[src/rtl/hline_arbiter_if.sv]
`default_nettype none
// ----------------------------------------------------------------------------
// hline_arbiter_if : requester/engine bundle around the span arbiter
// Rev 1.0
// ----------------------------------------------------------------------------
interface hline_arbiter_if #(
  parameter int CORDW = 9,
  parameter int COLRW = 4,
  parameter int NREQ  = 4
);
  logic [NREQ-1:0]       req;
  logic [NREQ*CORDW-1:0] req_x0;
  logic [NREQ*CORDW-1:0] req_x1;
  logic [NREQ*CORDW-1:0] req_y;
  logic [NREQ*COLRW-1:0] req_color;
  logic [NREQ-1:0]       grant;
  logic [NREQ-1:0]       req_done;
  logic                  eng_start;
  logic [CORDW-1:0]      eng_x0;
  logic [CORDW-1:0]      eng_x1;
  logic [CORDW-1:0]      eng_y;
  logic [COLRW-1:0]      eng_color;
  logic                  eng_done;
  logic                  busy;

  modport master (
    output req, req_x0, req_x1, req_y, req_color, eng_done,
    input  grant, req_done, eng_start, eng_x0, eng_x1, eng_y, eng_color, busy
  );

  modport slave (
    input  req, req_x0, req_x1, req_y, req_color, eng_done,
    output grant, req_done, eng_start, eng_x0, eng_x1, eng_y, eng_color, busy
  );
endinterface
`default_nettype wire

[src/rtl/hline_arbiter.sv]
`default_nettype none
// ----------------------------------------------------------------------------
// hline_arbiter : round-robin sharing of one span iterator among NREQ shapers
// Rev 1.0
// ----------------------------------------------------------------------------
module hline_arbiter #(
  parameter int CORDW = 9,
  parameter int COLRW = 4,
  parameter int NREQ  = 4
) (
  input  wire logic      clk,
  input  wire logic      rst,
  hline_arbiter_if.slave bus
);
  localparam int               c_IDXW = (NREQ > 1) ? $clog2(NREQ) : 1;
  localparam logic [c_IDXW:0]  c_NREQ = (c_IDXW+1)'(NREQ);
  localparam logic [NREQ-1:0]  c_ONE  = {{(NREQ-1){1'b0}}, 1'b1};

  typedef enum logic [1:0] {
    S_IDLE  = 2'd0,
    S_START = 2'd1,
    S_WAIT  = 2'd2
  } state_t;

  state_t            r_state;
  logic [NREQ-1:0]   r_grant;
  logic [NREQ-1:0]   r_req_done;
  logic              r_eng_start;
  logic              r_busy;
  logic [CORDW-1:0]  r_x0;
  logic [CORDW-1:0]  r_x1;
  logic [CORDW-1:0]  r_y;
  logic [COLRW-1:0]  r_color;
  logic [c_IDXW-1:0] r_last;
  logic [c_IDXW-1:0] r_sel;

  logic [CORDW-1:0]  w_x0_a    [NREQ];
  logic [CORDW-1:0]  w_x1_a    [NREQ];
  logic [CORDW-1:0]  w_y_a     [NREQ];
  logic [COLRW-1:0]  w_color_a [NREQ];

  logic              w_any;
  logic [c_IDXW-1:0] w_idx;
  logic [c_IDXW:0]   w_sum;
  logic [CORDW-1:0]  w_x0;
  logic [CORDW-1:0]  w_x1;
  logic [CORDW-1:0]  w_lo;
  logic [CORDW-1:0]  w_hi;

  for (genvar gi = 0; gi < NREQ; gi++) begin : g_unpack
    assign w_x0_a[gi]    = bus.req_x0[gi*CORDW +: CORDW];
    assign w_x1_a[gi]    = bus.req_x1[gi*CORDW +: CORDW];
    assign w_y_a[gi]     = bus.req_y[gi*CORDW +: CORDW];
    assign w_color_a[gi] = bus.req_color[gi*COLRW +: COLRW];
  end

  // Scan last+1, last+2, ... (mod NREQ); the first set request wins.
  always_comb begin
    w_any = 1'b0;
    w_idx = '0;
    w_sum = '0;
    for (int k = 1; k <= NREQ; k++) begin
      w_sum = {1'b0, r_last} + (c_IDXW+1)'(k);
      if (w_sum >= c_NREQ) w_sum = w_sum - c_NREQ;
      if (!w_any && bus.req[w_sum[c_IDXW-1:0]]) begin
        w_any = 1'b1;
        w_idx = w_sum[c_IDXW-1:0];
      end
    end
  end

  assign w_x0 = w_x0_a[w_idx];
  assign w_x1 = w_x1_a[w_idx];
  assign w_lo = (w_x0 <= w_x1) ? w_x0 : w_x1;
  assign w_hi = (w_x0 <= w_x1) ? w_x1 : w_x0;

  always_ff @(posedge clk) begin
    if (rst) begin
      r_state     <= S_IDLE;
      r_grant     <= '0;
      r_req_done  <= '0;
      r_eng_start <= 1'b0;
      r_busy      <= 1'b0;
      r_x0        <= '0;
      r_x1        <= '0;
      r_y         <= '0;
      r_color     <= '0;
      r_last      <= c_IDXW'(NREQ-1);
      r_sel       <= '0;
    end else begin
      case (r_state)
        S_IDLE: begin
          r_req_done <= '0;
          if (w_any) begin
            r_grant     <= c_ONE << w_idx;
            r_sel       <= w_idx;
            r_busy      <= 1'b1;
            r_x0        <= w_lo;
            r_x1        <= w_hi;
            r_y         <= w_y_a[w_idx];
            r_color     <= w_color_a[w_idx];
            // Registered start so it is high during the START cycle itself.
            r_eng_start <= 1'b1;
            r_state     <= S_START;
          end
        end
        S_START: begin
          r_eng_start <= 1'b0;
          r_state     <= S_WAIT;
        end
        S_WAIT: begin
          r_eng_start <= 1'b0;
          if (bus.eng_done) begin
            r_req_done <= r_grant;
            r_grant    <= '0;
            r_busy     <= 1'b0;
            r_last     <= r_sel;
            r_state    <= S_IDLE;
          end
        end
        default: r_state <= S_IDLE;
      endcase
    end
  end

  assign bus.grant     = r_grant;
  assign bus.req_done  = r_req_done;
  assign bus.eng_start = r_eng_start;
  assign bus.busy      = r_busy;
  assign bus.eng_x0    = r_x0;
  assign bus.eng_x1    = r_x1;
  assign bus.eng_y     = r_y;
  assign bus.eng_color = r_color;
endmodule
`default_nettype wire

[src/flat_wrapper.sv]
// flat-port wrapper written by rule: the top's interface ports become plain ports
module hline_arbiter_flat 
#(
  parameter int CORDW = 9,
  parameter int COLRW = 4,
  parameter int NREQ  = 4
)
  (clk, rst, bus_req, bus_req_x0, bus_req_x1, bus_req_y, bus_req_color, bus_eng_done, bus_grant, bus_req_done, bus_eng_start, bus_eng_x0, bus_eng_x1, bus_eng_y, bus_eng_color, bus_busy);
  hline_arbiter_if #(.CORDW(CORDW), .COLRW(COLRW), .NREQ(NREQ)) bus_i ();
  input  wire logic clk;
  input  wire logic rst;
  input wire logic [$bits(bus_i.req)-1:0] bus_req;
  input wire logic [$bits(bus_i.req_x0)-1:0] bus_req_x0;
  input wire logic [$bits(bus_i.req_x1)-1:0] bus_req_x1;
  input wire logic [$bits(bus_i.req_y)-1:0] bus_req_y;
  input wire logic [$bits(bus_i.req_color)-1:0] bus_req_color;
  input wire logic [$bits(bus_i.eng_done)-1:0] bus_eng_done;
  output wire logic [$bits(bus_i.grant)-1:0] bus_grant;
  output wire logic [$bits(bus_i.req_done)-1:0] bus_req_done;
  output wire logic [$bits(bus_i.eng_start)-1:0] bus_eng_start;
  output wire logic [$bits(bus_i.eng_x0)-1:0] bus_eng_x0;
  output wire logic [$bits(bus_i.eng_x1)-1:0] bus_eng_x1;
  output wire logic [$bits(bus_i.eng_y)-1:0] bus_eng_y;
  output wire logic [$bits(bus_i.eng_color)-1:0] bus_eng_color;
  output wire logic [$bits(bus_i.busy)-1:0] bus_busy;
  assign bus_i.req = bus_req;
  assign bus_i.req_x0 = bus_req_x0;
  assign bus_i.req_x1 = bus_req_x1;
  assign bus_i.req_y = bus_req_y;
  assign bus_i.req_color = bus_req_color;
  assign bus_i.eng_done = bus_eng_done;
  assign bus_grant = bus_i.grant;
  assign bus_req_done = bus_i.req_done;
  assign bus_eng_start = bus_i.eng_start;
  assign bus_eng_x0 = bus_i.eng_x0;
  assign bus_eng_x1 = bus_i.eng_x1;
  assign bus_eng_y = bus_i.eng_y;
  assign bus_eng_color = bus_i.eng_color;
  assign bus_busy = bus_i.busy;
  hline_arbiter #(.CORDW(CORDW), .COLRW(COLRW), .NREQ(NREQ)) u_core (.clk(clk), .rst(rst), .bus(bus_i));
endmodule
[config.mk]
export PLATFORM = sky130hd
export DESIGN_NAME = hline_arbiter_flat
export DESIGN_NICKNAME = d
export VERILOG_FILES = /design/src/rtl/hline_arbiter_if.sv /design/src/rtl/hline_arbiter.sv /design/src/flat_wrapper.sv
export SDC_FILE = /design/constraint.sdc
export NUM_CORES = 1
export LEC_CHECK = 0
export CORE_MARGIN = 2
export CORE_UTILIZATION = 24
export CTS_CLUSTER_SIZE = 8
export DETAILED_ROUTE_END_ITERATION = 12
export HOLD_SLACK_MARGIN = 0.1
export PLACE_DENSITY = 0.61
export SYNTH_ARGS = -nofsm -noshare
export SYNTH_HDL_FRONTEND = slang
export SYNTH_SLANG_ARGS = --single-unit
export TNS_END_PERCENT = 10
[constraint.sdc]
create_clock -name clk -period 8.9 [get_ports clk]
set_clock_uncertainty 0.1 [all_clocks]
set_input_delay 2.225 -clock clk [delete_from_list [all_inputs] [get_ports clk]]
set_output_delay 2.225 -clock clk [all_outputs]
set_load 0.01 [all_outputs]
Word-level counts from Yosys, hierarchy flattened
Index checks and enable logic that the tools add are counted.
{"block": "word_totals", "reg_bits": 47, "latchBits": 0, "ramBits": 0, "rom_bits": 0, "in_bits": 131, "mem_count": 0}
{"block": "op_classes", "add_sub_neg": 8, "mul": 0, "n_div": 0, "order_cmp": 10, "n_eq_ne": 4, "shifts": 1, "n_mux": 46, "bitwise_logic": 1, "n_reduce_logical": 16}
{"op": "9-bit 2-to-1 mux", "count": 8}
{"op": "9-bit binary-select mux with 2-bit select", "count": 3}
{"op": "2-bit 2-to-1 mux", "count": 10}
{"op": "4-bit 2-to-1 mux", "count": 5}
{"op": "4-bit case mux with 2 select lines", "count": 2}
{"op": "3-bit >= comparator (second input constant)", "count": 5}
{"op": "2-bit by 3-bit < comparator with 1-bit output (second input constant)", "count": 4}
{"op": "1-bit 2-to-1 mux", "count": 10}
{"op": "2-bit AND reduction", "count": 5}
{"op": "9-bit <= comparator", "count": 1}
{"op": "1-bit binary-select mux with 2-bit select", "count": 4}
{"op": "4-bit binary-select mux with 2-bit select", "count": 1}
{"op": "2-bit by 1-bit subtractor with 2-bit output (second input constant)", "count": 4}
{"op": "2-bit by 2-bit adder with 3-bit output (second input constant)", "count": 2}
{"op": "2-bit case mux with 3 select lines", "count": 1}
{"op": "1-bit case mux with 2 select lines", "count": 2}
{"op": "2-bit nonzero test", "count": 2}
{"op": "1-bit by 2-bit left shift with 4-bit output (first input constant)", "count": 1}
{"op": "2-bit by 1-bit adder with 3-bit output (second input constant)", "count": 1}
{"op": "2-bit by 3-bit adder with 3-bit output (second input constant)", "count": 1}
{"op": "1-bit logical AND", "count": 3}
{"op": "1-bit logical NOT", "count": 3}
{"op": "2-bit inverter with 3-bit output", "count": 1}
{"op": "3-bit AND reduction", "count": 1}
{"op": "other kinds (6)", "count": 6}

Logic depth before layout (Yosys ltp)
Gate-level depths: netlist of the first run.
{"block": "logic_depth", "word_depth": 21, "mapped_depth": 13}

Worst setup path before layout of the first run
Ideal clock, no wire load.
{"block": "synth_timing", "path_type": "input to register", "startpoint": "input port bus_req[2]", "endpoint": "register u_core.r_x0[1], in the netlist u_core.bus.eng_x0[1]", "t_arrival_ns": 4.713, "required_ns": 8.647, "path_slack_ns": 3.934, "stages": 13, "cell_sequence": "buf_2 -> o2bb2ai_1 -> a32o_2 -> buf_6 -> a22o_1 -> a211oi_2 -> inv_1 -> ha_1 -> and2_1 -> a221o_1 -> o32a_1 -> a21oi_4 -> a221oi_1"}
{"block": "synth_via", "elab_chain_len": 18}
{"item": "start, declared", "line_no": "flat_wrapper.sv:12", "source": "input wire logic [$bits(bus_i.req)-1:0] bus_req;"}
{"item": "1-bit binary-select mux with 2-bit select", "line_no": "hline_arbiter.sv:65", "source": "if (!w_any && bus.req[w_sum[c_IDXW-1:0]]) begin"}
{"item": "1-bit 2-to-1 mux (not written as such)", "line_no": "hline_arbiter.sv:65"}
{"item": "1-bit 2-to-1 mux", "line_no": "hline_arbiter.sv:65"}
{"item": "1-bit logical NOT", "line_no": "hline_arbiter.sv:65"}
{"item": "1-bit logical AND", "line_no": "hline_arbiter.sv:65"}
{"item": "1-bit 2-to-1 mux", "line_no": "hline_arbiter.sv:65"}
{"item": "1-bit logical NOT", "line_no": "hline_arbiter.sv:65"}
{"item": "1-bit logical AND", "line_no": "hline_arbiter.sv:65"}
{"item": "1-bit 2-to-1 mux", "line_no": "hline_arbiter.sv:65"}
{"item": "1-bit logical NOT", "line_no": "hline_arbiter.sv:65"}
{"item": "1-bit logical AND", "line_no": "hline_arbiter.sv:65"}
{"item": "2-bit 2-to-1 mux", "line_no": "hline_arbiter.sv:65"}
{"item": "2-bit inverter with 3-bit output (not written as such)", "line_no": "hline_arbiter.sv:72, hline_arbiter.sv:73"}
{"item": "9-bit binary-select mux with 2-bit select, on equally long branches", "line_no": "hline_arbiter.sv:72, hline_arbiter.sv:73"}
{"item": "9-bit 2-to-1 mux, on equally long branches (2 in series)", "line_no": "hline_arbiter.sv:72, hline_arbiter.sv:73"}
{"item": "9-bit <= comparator", "line_no": "hline_arbiter.sv:74", "source": "assign w_lo = (w_x0 <= w_x1) ? w_x0 : w_x1;"}
{"item": "9-bit 2-to-1 mux", "line_no": "hline_arbiter.sv:74"}
{"item": "end signal, assigned", "line_no": "hline_arbiter.sv:98", "source": "r_x0 <= w_lo;"}
{"item": "end, declared", "line_no": "hline_arbiter.sv:30", "source": "logic [CORDW-1:0] r_x0;"}
Several ways; a longest one is shown, not always the timed one. The select of a mux whose other input is x is not followed.
A chain may end at the register's enable or synchronous reset.

Worst setup path after layout of the first run
{"block": "layout_timing", "startpoint": "input port bus_req[3]", "endpoint": "register u_core.r_x0[6], in the netlist u_core.bus.eng_x0[6]"}
Same word-level chain as after synthesis.

==> results of run 1 <==
-- where the power goes --
group          leakage (µW)  internal [µW]  switching [µW]
logic               0.00139            186             176
registers          0.000389            247            24.5
clock network     0.0000658            104            84.6
total               0.00185            536             285
-- critical path, stage by stage --
cell and delay [ps]:
clkdlybuf4s50_1 730, nor2_1 160, o211ai_2 360, nand2_2 450, a221oi_1 740, inv_1 110, ha_1 310, nand3_1 100
nor2_1 170, o32ai_1 160, nor3_2 490, a221oi_1 160
-- cell type report --
| cell class | count | area share [%] |
|---|---|---|
| Inverter | 18 | 1.34 |
| Multi-Input combinational cell | 244 | 39.0 |
| Sequential cell | 47 | 18.6 |
| Tap cell | 176 | 4.36 |
| Timing Repair Buffer | 171 | 33.8 |
| Clock inverter | 3 | 0.396 |
| Clock buffer | 5 | 2.48 |
-- cell usage after synthesis (3+ instances only) --
master	instances
a221o_1	14
nor3_1	17
a221oi_1	16
a21boi_0	6
a22o_1	10
ha_1	13
nand2_1	8
and3_1	4
buf_6	10
clkbuf_1	7
dfxtp_1	47
a32oi_1	4
a221oi_2	13
o21bai_1	10
a211oi_2	6
buf_2	7
and2_1	3
a21oi_1	7
nand3b_1	8
o22ai_1	4
nor2_1	36
inv_1	16
o221ai_1	8
a211o_1	5
o221ai_2	6
o22a_1	6
a22oi_1	5
-- sequential cells by signal (all words and copies together) (netlist names) --
name / cells
u_core.bus.busy: 1
u_core.bus.eng_color: 4
u_core.bus.eng_start: 1
u_core.bus.eng_x0: 9
u_core.bus.eng_x1: 9
u_core.bus.eng_y: 9
u_core.bus.grant: 4
u_core.bus.req_done: 4
u_core.r_last: 2
u_core.r_sel: 2
u_core.r_state: 2
-- stage by stage --
stage / instances / area [µm²] / hold WS, ps
2_1_floorplan: 335 / 3180 / 327
3_3_place_gp: 656 / 4910 / 338
3_5_place_dp: 656 / 4910 / 349
4_1_cts: 664 / 5050 / 356
5_1_grt: 664 / 5050 / 391
6_report: 664 / 5050 / 357
-- per-layer routing --
layer	up-vias	wire (µm)	part of all wire [%]	global-route usage (%)
li1	1643	-	-	-
met1	1638	5290	44	20.7
met2	165	5580	47	28.0
met3	9	956	8.0	4.36
met4	0	84	0.71	2.90
met5	-	0	0	0
-- final timing paths --
check / startpoint / to / slack (ps) / cells after the start
max: bus_req[3] / u_core.bus.eng_x0[6] / 2740 / 12
min reg2reg: u_core.r_sel[1] / u_core.r_sel[1] / 360 / 2
max reg2reg: u_core.r_last[1] / u_core.bus.eng_x0[6] / 4910 / 11
min: u_core.r_sel[1] / u_core.r_sel[1] / 360 / 2
-- kinds of logic (layout without fill, tap and decap cells) --
logic type	Yosys count	after routing	share of synthesized area, %
adders and majority gates	13	13	5.12
buffers and inverters	44	197	8.31
AOI/OAI and AO/OA	142	142	42.8
and+or+nand+nor	89	89	14.2
DFF	47	47	29.6
==> results.md, run 1 <==
- Register area share after synthesis: 29.6%
- TritonRoute pass-1 iters: 4
- Min-delay worst type: reg -> reg
- Top post-synthesis cells by area: dfxtp_1, a221oi_2, ha_1
- YS warnings: 0
- Hpwl dp: 8950 µm
- Syn-to-layout area delta: 59.0%
- Synth area leader: dfxtp_1
- Seq. cell area: 941 µm²
- VDD IR max: 79.6 µV
- Root Buffer: clkbuf_16
- Mapped Cells: 335
- Die area: 0.0142 mm²
- Initial Util: 24.3%
- Post-CTS Setup Inserts: 0
- Pins Over Slew Limit: 0
- First-pass GRT wire length: 18,600 µm
- Leak: 0.00185 µW
- CTS max path bufs: 2
- WL final: 11,900 µm
- Max-slew headroom: 22.6%
- Antenna diodes: 0
- Fill cells: 1,289
- DRC: 0
- Vias/cell: 5.20
- Number of DRC markers in iteration 0: 225
- Chip Width: 119 µm
- CP arrival: 6190 ps
- Resized cells post-CTS: 0
- Final worst-path setup slack: 2740 ps
- Multi-input logic area: 0.00197 mm²
- Max Cap Viol: 0
- Tot Pwr: 821 µW
- Die Height: 119 µm
- Clk slew on worst S/H paths: 70 ps
- Net Count, Synth: 479
- Status: completed
- Top FF cell, synth: dfxtp_1
- Async S/R FF share, synth: 0%
- Wire per inst: 17.9 µm
- Core box area: 0.0131 mm²
- Clock latency at the later pin of the worst-skew pair: 280 ps
- CTS tree: built
- Syn Std Cell Area: 0.00318 mm²
- Rows: 42
- Remaining Overflow, GRT: 0
- Critical path class: in -> reg
- # IOs: 172
- Post-route ant nets: 0
- Final core utilization: 38.6%
- PortBufs: 171
- Num CTS Buffers: 5
- Total GRT Usage: 16.3%
- Power Density: 163 mW/mm²
- Final setup viols: 0
- Number of distinct library cells after synthesis: 57
- RSZ-0062 raised after global routing: false
- Share of cells above drive strength 1: 10.9%
- Period utilization: 69.3%
- Initial antenna violation count: 0
- Commonest non-fill, non-tap cells in the layout: clkdlybuf4s50_1, dfxtp_1, nor2_1, nor3_1
- NumNets Final: 631
- DP Worst Slack: 2550 ps
- EDFF count, synth: 0
- Synth top area share: 29.6%
- Seq cells post-synth: 47
- Fmax achieved: 162 MHz
- Hold_buf cts: 0
- Routability cong.: 0.797
- Worst-path fanout max: 18
- H-tree Lvls: 2
- Clock period minus worst slack: 6160 ps
- Fin Setup TNS: 0 ps
- Clk sinks: 47
- Worst Path Required: 8920 ps
- Number of global-route vias before repair: 3,487
- Least-Margin Pin Slew: 1160 ps
- Vias: 3,455
- Final Hold Viols: 0
- Crit. End Element: register
- Commonest non-fill, non-tap cell in the layout: clkdlybuf4s50_1
- Worst setup SP type: input pin
- Largest net degree at the start of global routing: 49
- Mean post-synth cell area: 9.48 µm²
Power figures use the tool's default switching activity.
==> run 2, diff against run 1 <==
Clock period 8.9 ns to 6.2 ns, I/O delays scaled along.
==> run 2 against run 1 <==
  * Sequential share of layout area shrank 0.13 points
  * Routed wire length shrank 0.20%
  * Sequential power grew 43%
  * Clock power grew 69%
  * Via count shrank 0.12%
  * Flip-flop and latch count is the same
  * Register-to-register slack lost 2600 ps
  * Cell area grew 0.72%
  * Largest power group unchanged
==> results.md, run 2 (synthesis results as in run 1) <==
- Status: completed
- Power Density: 240 mW/mm²
- Worst Hold Endpoint: u_core.r_sel[1]
- Wire per inst: 17.9 µm
- Largest net degree at the start of global routing: 49
- Period utilization: 86.8%
- Hold_buf cts: 0
- Post-route ant nets: 0
- Post-CTS Setup Inserts: 0
- Crit. End Element: register
- Leak: 0.00187 µW
- Clock period minus worst slack: 5380 ps
- # IOs: 172
- Rows: 42
- PortBufs: 171
- Clk sinks: 47
- VDD IR max: 85.9 µV
- Worst setup SP type: input pin
- Worst hold path depth: 2
- Syn-to-layout area delta: 60.2%
- Total GRT Usage: 16.2%
- Initial Util: 24.3%
- Hold Path Origin: u_core.r_sel[1]
- Chip Width: 119 µm
- Number of DRC markers in iteration 0: 207
- Max Cap Viol: 0
- GRT met1 Usage: 21.0%
- Remaining Overflow, GRT: 0
- Resized cells post-CTS: 0
- Global route hottest layer: met2
- Die area: 0.0142 mm²
- Routability cong.: 0.865
- Vias: 3,451
- CTS tree: built
- Reg2Reg Depth: 11
- Worst r2r src: u_core.r_last[1]
- Placed insts: 657
- Vias/cell: 5.19
- First-pass GRT wire length: 18,500 µm
- WL final: 11,900 µm
- Final setup viols: 0
- Pins Over Slew Limit: 0
- Fin Setup TNS: 0 ps
- Commonest non-fill, non-tap cells in the layout: clkdlybuf4s50_1, dfxtp_1, nor2_1, nor3_1
- Min-delay worst type: reg -> reg
- Number of global-route vias before repair: 3,500
- Least-Margin Pin Slew: 1050 ps
- Initial antenna violation count: 0
- NumNets Final: 632
- Core box area: 0.0131 mm²
- Worst R2R End: u_core.bus.eng_x0[7]
- Commonest non-fill, non-tap cell in the layout: clkdlybuf4s50_1
- Finished Layout Cells: 665
- CP arrival: 5410 ps
- Fmax achieved: 186 MHz
- Max-slew headroom: 30.2%
- Root Buffer: clkbuf_16
- DRC: 0
- Clk slew on worst S/H paths: 70 ps
- Worst-path fanout max: 18
- Met3 Use GR: 4.93%
- Share of cells above drive strength 1: 11.0%
- Die Height: 119 µm
- Grt met2 use: 26.7%
- Critical path class: in -> reg
- Hpwl dp: 8950 µm
- FF-to-FF setup slack: 2300 ps
- Final Hold Viols: 0
- Worst Path Required: 6220 ps
- TritonRoute pass-1 iters: 4
- Clock latency at the later pin of the worst-skew pair: 280 ps
- Num CTS Buffers: 5
- Antenna diodes: 0
- H-tree Lvls: 2
- CTS max path bufs: 2
- RSZ-0062 raised after global routing: false
- Final core utilization: 38.9%
[run 2: changes by cell type in the layout (fill, tap and decap cells not counted), sizes merged]
cell      previous run  this run
buf                  1         2
clkbuf               5         6
bufinv               0         1
clkinvlp             2         0
[run 2: final cells by class]
type,instances,area [µm²]
Fill cell,1275,8000
Multi-Input combinational cell,244,1970
Timing Repair Buffer,172,1710
Sequential cell,47,941
Tap cell,176,220
Clock buffer,6,139
Inverter,18,67.6
Clock inverter,2,35.0
[run 2: how the worst max path moves through the flow]
stage | startpoint | to
floorplan | bus_req[2] | u_core.bus.eng_x0[1]
global placement | bus_req[3] | u_core.bus.eng_x1[6]
detailed placement | bus_req[3] | u_core.bus.eng_x1[5]
CTS | bus_req[3] | u_core.bus.eng_x1[5]
global route | bus_req[3] | u_core.bus.eng_x1[6]
finish | bus_req[3] | u_core.bus.eng_x0[7]
[run 2: routing by layer]
| layer | wire (µm) | share of wire, % | vias up |
|---|---|---|---|
| met5 | 0 | 0 | - |
| met4 | 78 | 0.66 | 0 |
| met3 | 1040 | 8.7 | 8 |
| met2 | 5450 | 46 | 154 |
| met1 | 5320 | 45 | 1642 |
| li1 | - | - | 1647 |
[run 2: metrics by stage]
stage               hold slack (ps)  instance area [µm²]  setup WS [ps]  power (µW)
finish                          362                 5090            815        1220
CTS                             363                 5090            868        1240
global placement                342                 4910            851         904
global route                    393                 5090            549        1290
floorplan                       327                 3180           1910         672
detailed placement              357                 4910            560         912
[run 2: report_power, final]
part / switching [µW] / total, µW / internal (µW)
Sequential: 34.0 / 388 / 354
Combinational: 252 / 518 / 266
Clock: 116 / 317 / 201
Total: 402 / 1220 / 821
[run 2: critical path, cell delays in order]
cell,delay (ps)
clkdlybuf4s50_1,740
nor2_1,160
o211ai_2,380
nand2_2,450
a221oi_1,580
inv_1,90
ha_1,290
nand3_1,110
nor2_1,190
o32ai_1,160
nor3_2,510
a221oi_1,170
